<file path="src/rtl/oc8051_cxrom_prefetch.sv">
// Code-ROM prefetcher: fetches 32-bit words from cxrom into an 8-byte ring and presents a
// 3-byte decode window. Define OC8051_CXROM_PREFETCH_CNT_EN to build the accepted-word counter.
module oc8051_cxrom_prefetch (
    input  logic        clk,
    input  logic        rst,
    input  logic        pc_load,
    input  logic [15:0] pc_in,
    output logic        cxrom_req,
    output logic [15:0] cxrom_addr,
    input  logic        cxrom_ack,
    input  logic [31:0] cxrom_data_in,
    output logic        op_valid,
    output logic [7:0]  op0,
    output logic [7:0]  op1,
    output logic [7:0]  op2,
    output logic [15:0] op_pc,
    input  logic [1:0]  op_adv,
    output logic [15:0] fetch_cnt
);

    typedef enum logic [1:0] {
        ST_IDLE    = 2'd0,
        ST_REQ     = 2'd1,
        ST_DISCARD = 2'd2
    } state_t;

    state_t      state_q, state_d;
    logic [7:0]  buf_q [8];
    logic [7:0]  buf_d [8];
    logic [2:0]  head_q, head_d;
    logic [3:0]  count_q, count_d;
    logic [15:0] op_pc_q, op_pc_d;
    logic [15:0] fetch_addr_q, fetch_addr_d;
    logic [15:0] req_addr_q, req_addr_d;

    logic        valid_s;
    logic [2:0]  adv_s;
    logic [3:0]  count_ret_s;
    logic        fill_s;
    logic [2:0]  tail_s;
    logic [2:0]  head1_s;
    logic [2:0]  head2_s;

    // Decode window: depends on registered buffer state only.
    always_comb begin
        valid_s = (count_q >= 4'd3);
        head1_s = head_q + 3'd1;
        head2_s = head_q + 3'd2;
        if (valid_s) begin
            op0 = buf_q[head_q];
            op1 = buf_q[head1_s];
            op2 = buf_q[head2_s];
        end else begin
            op0 = 8'h00;
            op1 = 8'h00;
            op2 = 8'h00;
        end
    end

    assign op_valid   = valid_s;
    assign op_pc      = op_pc_q;
    assign cxrom_req  = (state_q != ST_IDLE);
    assign cxrom_addr = req_addr_q;

    // Retire, fill, request sequencing and redirect handling.
    always_comb begin
        adv_s        = valid_s ? {1'b0, op_adv} : 3'd0;
        count_ret_s  = count_q - {1'b0, adv_s};
        fill_s       = (state_q == ST_REQ) && cxrom_ack && !pc_load;
        tail_s       = head_q + count_q[2:0];

        state_d      = state_q;
        buf_d        = buf_q;
        head_d       = head_q + adv_s;
        count_d      = count_ret_s;
        op_pc_d      = op_pc_q + {13'd0, adv_s};
        fetch_addr_d = fetch_addr_q;
        req_addr_d   = req_addr_q;

        // The issue rule keeps count <= 4 while a request is open, so a fill never overflows.
        if (fill_s) begin
            buf_d[tail_s]        = cxrom_data_in[7:0];
            buf_d[tail_s + 3'd1] = cxrom_data_in[15:8];
            buf_d[tail_s + 3'd2] = cxrom_data_in[23:16];
            buf_d[tail_s + 3'd3] = cxrom_data_in[31:24];
            count_d              = count_ret_s + 4'd4;
            fetch_addr_d         = fetch_addr_q + 16'd4;
        end else begin
            count_d              = count_ret_s;
        end

        case (state_q)
            ST_IDLE: begin
                if (count_ret_s <= 4'd4) begin
                    state_d    = ST_REQ;
                    req_addr_d = fetch_addr_q;
                end else begin
                    state_d    = ST_IDLE;
                end
            end
            ST_REQ: begin
                if (!cxrom_ack) begin
                    state_d    = ST_REQ;
                end else if (count_d <= 4'd4) begin
                    state_d    = ST_REQ;
                    req_addr_d = fetch_addr_d;
                end else begin
                    state_d    = ST_IDLE;
                end
            end
            ST_DISCARD: begin
                if (cxrom_ack) begin
                    state_d    = ST_REQ;
                    req_addr_d = fetch_addr_q;
                end else begin
                    state_d    = ST_DISCARD;
                end
            end
            default: begin
                state_d = ST_IDLE;
            end
        endcase

        // Redirect wins; an unacked open request must still complete at its old address.
        if (pc_load) begin
            count_d      = 4'd0;
            head_d       = 3'd0;
            op_pc_d      = pc_in;
            fetch_addr_d = pc_in;
            if ((state_q != ST_IDLE) && !cxrom_ack) begin
                state_d    = ST_DISCARD;
                req_addr_d = req_addr_q;
            end else begin
                state_d    = ST_REQ;
                req_addr_d = pc_in;
            end
        end else begin
            count_d      = count_d;
        end
    end

    // State registers.
    always_ff @(posedge clk) begin
        if (rst) begin
            state_q      <= ST_IDLE;
            head_q       <= 3'd0;
            count_q      <= 4'd0;
            op_pc_q      <= 16'h0000;
            fetch_addr_q <= 16'h0000;
            req_addr_q   <= 16'h0000;
            for (int i = 0; i < 8; i++) begin
                buf_q[i] <= 8'h00;
            end
        end else begin
            state_q      <= state_d;
            head_q       <= head_d;
            count_q      <= count_d;
            op_pc_q      <= op_pc_d;
            fetch_addr_q <= fetch_addr_d;
            req_addr_q   <= req_addr_d;
            for (int i = 0; i < 8; i++) begin
                buf_q[i] <= buf_d[i];
            end
        end
    end

`ifdef OC8051_CXROM_PREFETCH_CNT_EN
    logic [15:0] cnt_q, cnt_d;

    // Saturating count of words actually kept in the buffer.
    always_comb begin
        if (fill_s && (cnt_q != 16'hFFFF)) begin
            cnt_d = cnt_q + 16'd1;
        end else begin
            cnt_d = cnt_q;
        end
    end

    // Counter register; cleared by reset only.
    always_ff @(posedge clk) begin
        if (rst) begin
            cnt_q <= 16'h0000;
        end else begin
            cnt_q <= cnt_d;
        end
    end

    assign fetch_cnt = cnt_q;
`else
    assign fetch_cnt = 16'h0000;
`endif

endmodule

</file>
<file path="config.mk">
export PLATFORM = sky130hd
export DESIGN_NAME = oc8051_cxrom_prefetch
export DESIGN_NICKNAME = d
export VERILOG_FILES = /design/src/rtl/oc8051_cxrom_prefetch.sv
export SDC_FILE = /design/constraint.sdc
export NUM_CORES = 1
export LEC_CHECK = 0
export CELL_PAD_IN_SITES_DETAIL_PLACEMENT = 2
export CELL_PAD_IN_SITES_GLOBAL_PLACEMENT = 2
export CORE_ASPECT_RATIO = 0.5
export CORE_MARGIN = 10
export CORE_UTILIZATION = 36
export CTS_CLUSTER_DIAMETER = 50
export DETAILED_ROUTE_END_ITERATION = 7
export PLACE_DENSITY_LB_ADDON = 0.1
export RECOVER_POWER = 25
export REMOVE_ABC_BUFFERS = 1
export SLEW_MARGIN = 5
export SYNTH_ARGS = -nofsm -noshare
export SYNTH_HDL_FRONTEND = slang
export SYNTH_SLANG_ARGS = --single-unit
</file>
<file path="constraint.sdc">
create_clock -name clk -period 7.1 [get_ports clk]
set_input_delay 1.42 -clock clk [delete_from_list [all_inputs] [get_ports clk]]
set_output_delay 1.42 -clock clk [all_outputs]
set_load 0.01 [all_outputs]
</file>
# Word level (Yosys, flattened, before mapping)
# Cells that the tools add are included.
# Widths: inputs -> output; s select.
[totals]
regBits = 121
in_bits = 54
out_inout_bits = 74
[op_classes]
add_sub_neg = 11
n_lt_le_gt_ge = 14
n_eq_ne = 7
n_mux = 43
bitwise_logic = 7
n_reduce_logical = 14
[op_table]
columns = ["op", "n"]
rows = [
  ["$bwmux 64", 4],
  ["$mux 16", 9],
  ["$mux 8", 13],
  ["$demux 8 s3", 4],
  ["$bmux 8 s3", 3],
  ["$pmux 16 s3", 1],
  ["$ge 4x4->1 const B", 7],
  ["$not 3->4", 7],
  ["$add 16x2->16", 1],
  ["$add 16x3->16 const B", 1],
  ["$lt 4x1->1 const B", 4],
  ["$add 3x2->3 const B", 3],
  ["$ne 3x3->1 const B", 3],
  ["$le 4x3->1 const B", 2],
  ["$mux 2", 4],
  ["$logic_and 1x1->1", 7],
  ["$add 3x1->3 const B", 2],
  ["$pmux 2 s3", 1],
  ["$reduce_and 6->1", 1],
  ["$add 4x3->4 const B", 1],
  ["$ge 4x2->1 const B", 1],
  ["$mux 4", 1],
  ["$reduce_bool 4->1", 1],
  ["$sub 4x2->4", 1],
  ["other kinds (11)", 14],
]

# Longest topological paths before layout
# Gate-level depths: netlist (run 1).
[depth]
word_depth = 10
depth_mapped = 12
ltp_nobuf = 10

# Worst setup path after synthesis (run 1)
# OpenSTA, ideal clock, no wires.
[synth_timing]
kind = "input -> register"
from = "in op_adv[0]"
to = "reg req_addr_q[10] (netlist: cxrom_addr[10])"
setup_time_ns = 0.123
arrival_ns = 3.675
t_required_ns = 6.977
setup_slack_ns = 3.302
path_stages = 9
path_cell_list = "nor2b_1 > ha_1 > fa_1 > xor2_1 > nor2_1 > o211a_1 > o311ai_4 > buf_4 > mux2_1"
[synth_between]
elab_chain_cells = 7
word_cells_on_any_way = 9
cone_classes = "add/sub: 2; order compare: 2; eq/ne: 2; mux: 2; reduce/logical: 1"
[synth_lines]
columns = ["item", "line_no", "text"]
rows = [
  ["start, declared", "17", "input logic [1:0] op_adv,"],
  ["$mux 2 *", "67", "adv_s = valid_s ? {1'b0, op_adv} : 3'd0;"],
  ["$sub 4x2->4 *", "68", "count_ret_s = count_q - {1'b0, adv_s};"],
  ["$add 4x3->4", "86", "count_d = count_ret_s + 4'd4;"],
  ["$mux 4", "81", "if (fill_s) begin"],
  ["$le 4x3->1", "104", "end else if (count_d <= 4'd4) begin"],
  ["$ne 3x2->1 (no source line)", "-", ""],
  ["$reduce_and 6->1 (no source line) *", "-", ""],
  ["end signal, assigned", "160", "req_addr_q <= req_addr_d;"],
  ["end, declared", "34", "logic [15:0] req_addr_q, req_addr_d;"],
]
# Every way passes the cells marked *; elsewhere a longest branch is shown, timed or not.
# A chain may end at the register's enable or synchronous reset.

# Final worst setup path (run 1)
[layout_timing]
from = "reg head_q[0]"
to = "out op1[7]"
[layout_between]
elab_chain_cells = 6
[layout_lines]
columns = ["item", "line_no", "text"]
rows = [
  ["start, declared", "30", "logic [2:0] head_q, head_d;"],
  ["start signal, assigned", "146", "head_q <= 3'd0;"],
  ["start signal, assigned", "156", "head_q <= head_d;"],
  ["$add 3x1->3", "47", "head1_s = head_q + 3'd1;"],
  ["$not 3->4 (implied by the code)", "51", "op1 = buf_q[head1_s];"],
  ["$bmux 8 s3", "51", ""],
  ["$mux 8 (implied by the code) (2 in a row)", "51", ""],
  ["$mux 8", "49", "if (valid_s) begin"],
  ["end, declared", "14", "output logic [7:0] op1,"],
]
# Every way passes these cells. The select of a mux whose other input is x is not followed.

==> flow_summary.toml, run 1 <==
[cts]
cts_max_level = 4
cts_hold_buf = 0
root_buffer = "clkbuf_16"
cts_setup_buffers = 0
clk_latency_ns = 0.44
numCtsBuffers = 17
numClockSinks = 121
cts_tree = "done"
ctsResizeCount = 0
cts.reportedPaths.clkPinSlew_ns = 0.06
cts_buffer_depth = 2

[routing]
drc = 0
vias = 8163
detail_route.vias_per_cell = 6.05
postRouteAntennaNets = 0
drtIter0Drc = 568
avgRoutedWirePerCell_um = 25.8
drtPass1Iterations = 5
routed_wl_um = 34800

[status]
violations = "capacitance limit, slew limit"
status = "finished with violations"

[place]
gp_congestion = 0.872
dpl.cell_count = 1317
pre_cts_ws_ns = 2.11
port-buffer-count = 111
place_area_mm2 = 0.00981
dpl.hpwl_um = 26100

[synthesis]
synthTopCellsByArea = "dfxtp_1 28%, mux4_2 8.4%, mux2i_1 8.1%"
synth_top_area_share_pct = 28.3
synthesis.area_mm2 = 0.00857
seq_area_frac_synth_pct = 28.3
synthFlopType = "dfxtp_1"
synthDistinctLibCells = 70
ys_warn_count = 0
yosysTopAreaCell = "dfxtp_1"
ys_async_sr_fraction_pct = 0
synth_edf_count = 0
netlist_instances = 958
synth-seq-cells = 121
syn_area_per_cell_um2 = 8.95

[cells_and_area]
utilization_pct = 45.2
nNetsFinal = 1098
mostFrequentLayoutCell = "dfxtp_1"
final_cell_area_mm2 = 0.0105
fillCellCount = 2562
most-common-layout-cells = "120 x dfxtp_1, 92 x nand2_1, 75 x clkdlybuf4s50_1"
n_antenna_cell = 0
drive_above_1_share_pct = 11.0
syn2layout_area_growth_pct = 22.1
layout.cells.non_filler = 1349

[hold_path]
hp-class = "flip-flop to flip-flop"

[floorplanning]
start_util_pct = 37.1
die_area_mm2 = 0.0308
die_y_um = 129
core_mm2 = 0.0231
die_x_um = 238
io_pins = 128
row_count = 39

[sta]
fin_hold_ws_ns = 0.491
layout_min_cycle_time_ns = 4.87
slew_headroom_pct = -10.6
finClkSkew_ns = 0.00614
tightest_slew_ns = 1.66
setup_tns_ns = 0
fmaxAchievable_ghz = 0.205
finalMaxSlewViolations = 41
timing.final.ws_setup_ns = 2.23
layout_worst_path_cycle_share_pct = 68.6
setup_viol = 0
rsz0062_at_grt = "false"
hold_viol_final = 0

[power]
p_comb_share_pct = 23.3
pwr-share-clk_pct = 43.3
leakage_nw = 3.63
intPower_mw = 1.56
swShare_pct = 31.3
p_switching_mw = 0.711
ir_drop_mv = 0.165
power_density_mw_per_mm2 = 217
sequentialPowerShare_pct = 33.4
p_total_mw = 2.27

[global_route]
grt_pass1_vias = 8871
grt_usage_pct = 22.5
grt_overflow = 0
grt_pass1_wl_um = 54100
grt_start_max_net_pins = 51
antenna_found_initial = 0

[critical_path]
critical_path_class = "flip-flop to output port"
worstPathMaxFanout = 50
cp-start-kind = "flip-flop"
worstPathArrival_ns = 3.45
crit_required_ns = 5.68
endpoint_kind = "output port"

[job]
drv_cap = 1
## area by class of cell
class                      instances  area [um^2]  area share, %
multi-input combinational        736         5690           54.4
sequential                       121         2420           23.2
timing repair buffer             124         1200           11.5
clock buffer                      23          498           4.76
tap                              307          384           3.67
clock inverter                     9          160           1.53
inverter                          29          109           1.04
## Yosys cell counts (all sizes together) (26+ instances only)
cell      n
a211oi   26
inv      27
buf      37
mux4     32
a32oi    48
o21ai    30
dfxtp   121
o22ai    32
nand2    93
mux2i    69
clkbuf   50
a21oi    39
nor2     69
## power by group through the flow
stage	clock network, mW	registers [mW]	logic, mW
2_1_floorplan	0	0.764	0.306
3_3_place_gp	0	0.769	0.506
3_5_place_dp	0	0.771	0.526
4_1_cts	0.992	0.758	0.532
5_1_grt	1.02	0.764	0.575
6_report	0.984	0.759	0.528
## kinds of logic (layout without fill, tap and decap cells)
group           count (synthesis)  after routing  share of synthesized area, %
compound gates                287            287                          25.7
simple gates                  271            271                          15.0
flops                         121            121                          28.3
buf+inv                       116            185                          6.20
mux                           115            115                          18.3
xor+xnor                       32             32                          4.03
fa+ha+maj                      15             15                          2.54
other cells                     1             16                        0.0437
## sequential cells by signal, indices dropped and copies added (netlist names)
register and flops:
count_q 4, fetch_addr_q 16, head_q 3, cxrom_addr 16
state_q 2, buf_q 64, op_pc 16
## layer usage
| metal | vias up | GRT usage (%) | routed length, um |
|---|---|---|---|
| li1 | 3754 | - | - |
| met1 | 4166 | 28.9 | 16100 |
| met2 | 208 | 37.6 | 16300 |
| met3 | 35 | 5.61 | 2100 |
| met4 | 0 | 5.17 | 318 |
| met5 | - | 0 | 0 |
## final timing paths
kind	cells past startpoint	endpoint	slack, ns	start
min reg2reg	2	cxrom_addr[15]$_SDFFE_PP0P_	0.49	cxrom_addr[15]$_SDFFE_PP0P_
max reg2reg	8	buf_q[16]$_SDFFE_PP0P_	2.76	head_q[1]$_SDFF_PP0_
min	2	cxrom_addr[15]$_SDFFE_PP0P_	0.49	cxrom_addr[15]$_SDFFE_PP0P_
max	6	op1[7]	2.23	head_q[0]$_SDFF_PP0_
## worst max-delay path: stages, from the launching register on
cell	delay (ns)
dfxtp_2	0.32
buf_4	0.65
ha_1	0.77
mux4_2	0.37
nand2_1	0.07
a21oi_1	0.17
clkdlybuf4s50_1	0.56
Note: power is estimated with default switching activity, not from simulation.
==> run 2: changes to the inputs <==
Settings changed: CORE_UTILIZATION 36 to 34.
Clock period 7.1 ns to 4.6 ns, I/O delays scaled along.
==> run 2 against run 1 <==
The flow still finishes with violations (capacitance limit, slew limit). Register-to-register slack lost 2.0 ns. Power increased by 49%. Flip-flop and latch count is the same. Clock-buffer cell count shrank 3. Critical path depth down 1. Routed wire length up 1.3%. Non-clock buffer count up 14. Final area rose by 0.69%. Final cell count increased by 3.2%. Worst setup slack worse by 1.6 ns. Largest cell class unchanged. Highest routed layer unchanged.
==> flow_summary.toml, run 2 (synthesis gave the netlist of run 1 again) <==
[cts]
cts.reportedPaths.clkPinSlew_ns = 0.06
cts_setup_buffers = 0
numClockSinks = 121
cts_tree = "done"
cts_max_level = 4
numCtsBuffers = 17
clk_latency_ns = 0.45
cts_buffer_depth = 2
ctsResizeCount = 0
root_buffer = "clkbuf_16"
cts_hold_buf = 0

[cells_and_area]
drive_above_1_share_pct = 11.9
syn2layout_area_growth_pct = 22.9
regMostFlops = "buf_q"
most-common-layout-cells = "120 x dfxtp_1, 92 x nand2_1, 81 x clkdlybuf4s50_1"
nNetsFinal = 1112
final_cell_area_mm2 = 0.0105
n_antenna_cell = 0
mostFrequentLayoutCell = "dfxtp_1"
largest_register_ffs = 64
layout.cells.non_filler = 1392

[power]
p_total_mw = 3.38
leakage_nw = 3.67
power_density_mw_per_mm2 = 321
ir_drop_mv = 0.164

[critical_path]
critical_path_class = "flip-flop to output port"
crit_required_ns = 3.68
cp-start-kind = "flip-flop"
worstPathArrival_ns = 3.09
crit_family = "adder cells"
worst-path-buf-inv = 1
crit_path_cell_trace = "ha_1 -> mux4_2 -> nand2_1 -> a21oi_1 -> clkdlybuf4s50_1"
worstPathMaxFanout = 16
cpMaxStageDelayCell = "ha_1"
endpoint_kind = "output port"
slowest_delay_ns = 0.79

[status]
violations = "capacitance limit, slew limit"
status = "finished with violations"

[job]
drv_cap = 1

[place]
dpl.hpwl_um = 27300
place_area_mm2 = 0.00995
dpl.cell_count = 1360
port-buffer-count = 111
gp_congestion = 0.887

[floorplanning]
die_x_um = 245
core_mm2 = 0.0244
die_y_um = 132
die_area_mm2 = 0.0324
row_count = 40
io_pins = 128
start_util_pct = 35.2

[sta]
layout_min_cycle_time_ns = 4.01
fin_hold_ws_ns = 0.472
finalMaxSlewViolations = 38
fmaxAchievable_ghz = 0.249
slew_headroom_pct = -3.46
finClkSkew_ns = 0.00762
tightest_slew_ns = 1.55
setup_viol = 0
layout_worst_path_cycle_share_pct = 87.2
hold_viol_final = 0
rsz0062_at_grt = "false"

[routing]
detail_route.vias_per_cell = 5.90
drtPass1Iterations = 5
vias = 8219
drtIter0Drc = 558
postRouteAntennaNets = 0
routed_wl_um = 35300
avgRoutedWirePerCell_um = 25.3
drc = 0

[global_route]
grt_pass1_wl_um = 54500
grt_usage_pct = 21.5
grt_overflow = 0
grt_pass1_vias = 8902
grt_start_max_net_pins = 49
antenna_found_initial = 0

[hold_path]
hp-class = "flip-flop to flip-flop"
## run 2: cell types whose count changed in the layout (fill, tap and decap cells not counted), sizes merged
cell and change:
buf +13, clkinv +4, clkbuf -2, clkdlybuf4s50 +6, clkinvlp -2, dlygate4sd3 -6, bufinv -2, inv +3
## run 2: metal layers
layer	up-vias	track usage (%)	part of all wire, %
li1	3790	-	-
met1	4197	28.6	47
met2	213	33.7	45
met3	19	6.17	6.5
met4	0	4.46	0.94
met5	-	0	0
## run 2: cell type report
type                            count  area [um^2]
Clock buffer                       20          457
Clock inverter                     12          139
Fill cell                        2679        13800
Inverter                           29          109
Multi-Input combinational cell    736         5690
Sequential cell                   121         2420
Tap cell                          336          420
Timing Repair Buffer              138         1300
## run 2: worst paths after layout
path | start | end | slack [ns] | cells past startpoint
worst max-delay path | head_q[1]$_SDFF_PP0_ | op1[1] | 0.59 | 5
worst min-delay path | cxrom_addr[2]$_SDFFE_PP0P_ | cxrom_addr[2]$_SDFFE_PP0P_ | 0.47 | 2
worst max register to register | head_q[1]$_SDFF_PP0_ | buf_q[26]$_SDFFE_PP0P_ | 0.76 | 6
worst min register to register | cxrom_addr[2]$_SDFFE_PP0P_ | cxrom_addr[2]$_SDFFE_PP0P_ | 0.47 | 2
## run 2: stage by stage
stage	setup slack, ns	setup TNS (ns)	utilization, %
2_1_floorplan	-0.943	-55.38	-
3_3_place_gp	0.859	0	40.8
3_5_place_dp	0.764	0	40.8
4_1_cts	0.561	0	43.3
5_1_grt	0.403	0	43.2
6_report	0.588	0	43.2
## run 2: worst register-to-register path: cells and delay by family (launching register included)
kind / cells / cell delay [ns]
flip-flops: 1 / 0.65
adder cells (fa/ha/maj): 2 / 1.08
AO/OA/AOI/OAI: 2 / 0.54
AND/OR/NAND/NOR: 2 / 1.51
## run 2: report_power, final
| part | internal [mW] | switching, mW |
|---|---|---|
| combinational | 0.336 | 0.502 |
| sequential | 1.10 | 0.0636 |
| clock | 0.831 | 0.543 |
==> run 3: changes to the inputs <==
Settings changed: CAP_MARGIN from default to 40.
==> run 3 against run 2 <==
The flow still finishes with violations (capacitance limit, slew limit). Maximum frequency is 0.93% higher. Utilization is 0.16 points lower. Clock-buffer cell count stayed put. Worst hold slack worse by 0.0030 ns. Clock power is 7% lower. Final area is 0.38% lower. Clock skew is 0.0019 ns higher. Critical path type unchanged.
==> flow_summary.toml, run 3 (synthesis gave the netlist of run 1 again) <==
[critical_path]
critical_path_class = "flip-flop to output port"
cp-start-kind = "flip-flop"
crit_required_ns = 3.68
worstPathArrival_ns = 3.06
worstPathMaxFanout = 16
endpoint_kind = "output port"

[floorplanning]
core_mm2 = 0.0244
row_count = 40
die_y_um = 132
start_util_pct = 35.2
io_pins = 128
die_x_um = 245
die_area_mm2 = 0.0324

[cells_and_area]
seq_area_mm2 = 0.00242
syn2layout_area_growth_pct = 22.4
most-common-layout-cells = "120 x dfxtp_1, 92 x nand2_1, 81 x clkdlybuf4s50_1"
largest_register_ffs = 64
multi_input_area_mm2 = 0.00569
nNetsFinal = 1113
n_antenna_cell = 0
mostFrequentLayoutCell = "dfxtp_1"
layout.cells.non_filler = 1392
fillCellCount = 2698
drive_above_1_share_pct = 11.8
regMostFlops = "buf_q"

[cts]
ctsResizeCount = 0
cts_tree = "done"
cts_max_level = 4
cts_hold_buf = 0
clk_latency_ns = 0.45
root_buffer = "clkbuf_16"
cts_buffer_depth = 2
cts.reportedPaths.clkPinSlew_ns = 0.06
numCtsBuffers = 17
cts_setup_buffers = 0
numClockSinks = 121

[sta]
tightest_slew_ns = 1.59
fmaxAchievable_ghz = 0.252
hold_viol_final = 0
setup_viol = 0
timing.final.ws_setup_ns = 0.624
layout_min_cycle_time_ns = 3.98
finClkSkew_ns = 0.00957
finalMaxSlewViolations = 38
layout_worst_path_cycle_share_pct = 86.4
setup_tns_ns = 0
slew_headroom_pct = -5.94
rsz0062_at_grt = "false"

[routing]
drc = 0
routed_wl_um = 35500
drtIter0Drc = 556
detail_route.vias_per_cell = 5.91
drtPass1Iterations = 6
avgRoutedWirePerCell_um = 25.5
postRouteAntennaNets = 0
vias = 8226

[power]
ir_drop_mv = 0.167
leakage_nw = 3.64
p_switching_mw = 1.09
power_density_mw_per_mm2 = 312
swShare_pct = 33.2
p_total_mw = 3.28
sequentialPowerShare_pct = 35.7
intPower_mw = 2.19
pwr-share-clk_pct = 38.6
p_comb_share_pct = 25.7

[global_route]
grt_usage_pct = 21.8
antenna_found_initial = 0
grt_start_max_net_pins = 49
grt_pass1_wl_um = 55200
grt_overflow = 0
grt_pass1_vias = 8900

[place]
gp_congestion = 0.887
port-buffer-count = 111
dpl.cell_count = 1361
dpl.hpwl_um = 27400
pre_cts_ws_ns = 0.785

[job]
drv_cap = 1

[status]
status = "finished with violations"
violations = "capacitance limit, slew limit"

[hold_path]
hp-class = "flip-flop to flip-flop"
## run 3: cell types whose count changed in the layout (fill, tap and decap cells not counted), sizes merged
| cell | before | now |
|---|---|---|
| buf | 26 | 27 |
| inv | 31 | 27 |
| clkinvlp | 1 | 4 |
| clkinv | 7 | 8 |
| bufinv | 2 | 1 |
## run 3: cell type report
class	instances	share of cell area (%)
tap	336	4.00
sequential	121	23.1
clock inverter	11	0.965
inverter	29	1.04
clock buffer	20	4.26
timing repair buffer	139	12.5
multi-input combinational	736	54.2
## run 3: metal layers
| layer | up-vias | GRT usage [%] | wire length, um |
|---|---|---|---|
| met2 | 224 | 34.5 | 16200 |
| met4 | 0 | 3.53 | 216 |
| met3 | 19 | 7.63 | 2810 |
| met5 | - | 0 | 0 |
| met1 | 4190 | 28.4 | 16200 |
| li1 | 3793 | - | - |
## run 3: per-stage QoR
step / hold slack [ns] / area, um^2 / utilization [%]
floorplan: 0.438 / 8210 / -
global placement: 0.451 / 9950 / 40.8
detailed placement: 0.476 / 9960 / 40.9
CTS: 0.484 / 10500 / 43.1
global route: 0.504 / 10500 / 43.1
finish: 0.469 / 10500 / 43.1
## run 3: path summary, 6_finish.rpt
path | start | to | slack, ns | cells past startpoint
min reg2reg | cxrom_addr[2]$_SDFFE_PP0P_ | cxrom_addr[2]$_SDFFE_PP0P_ | 0.47 | 2
max | head_q[1]$_SDFF_PP0_ | op1[1] | 0.62 | 5
min | cxrom_addr[2]$_SDFFE_PP0P_ | cxrom_addr[2]$_SDFFE_PP0P_ | 0.47 | 2
max reg2reg | head_q[0]$_SDFF_PP0_ | buf_q[4]$_SDFFE_PP0P_ | 0.97 | 9
## run 3: worst max-delay path: stages (launching register included)
cell and delay [ns]:
dfxtp_1 0.63, ha_1 0.77, mux4_2 0.35, nand2_1 0.07
a21oi_1 0.21, clkdlybuf4s50_1 0.57
## run 3: power by group through the flow
stage	clock network [mW]	logic [mW]	registers [mW]
finish	1.27	0.843	1.17
floorplan	0	0.473	1.18
global placement	0	0.812	1.19
global route	1.35	0.915	1.18
CTS	1.29	0.848	1.17
detailed placement	0	0.841	1.19
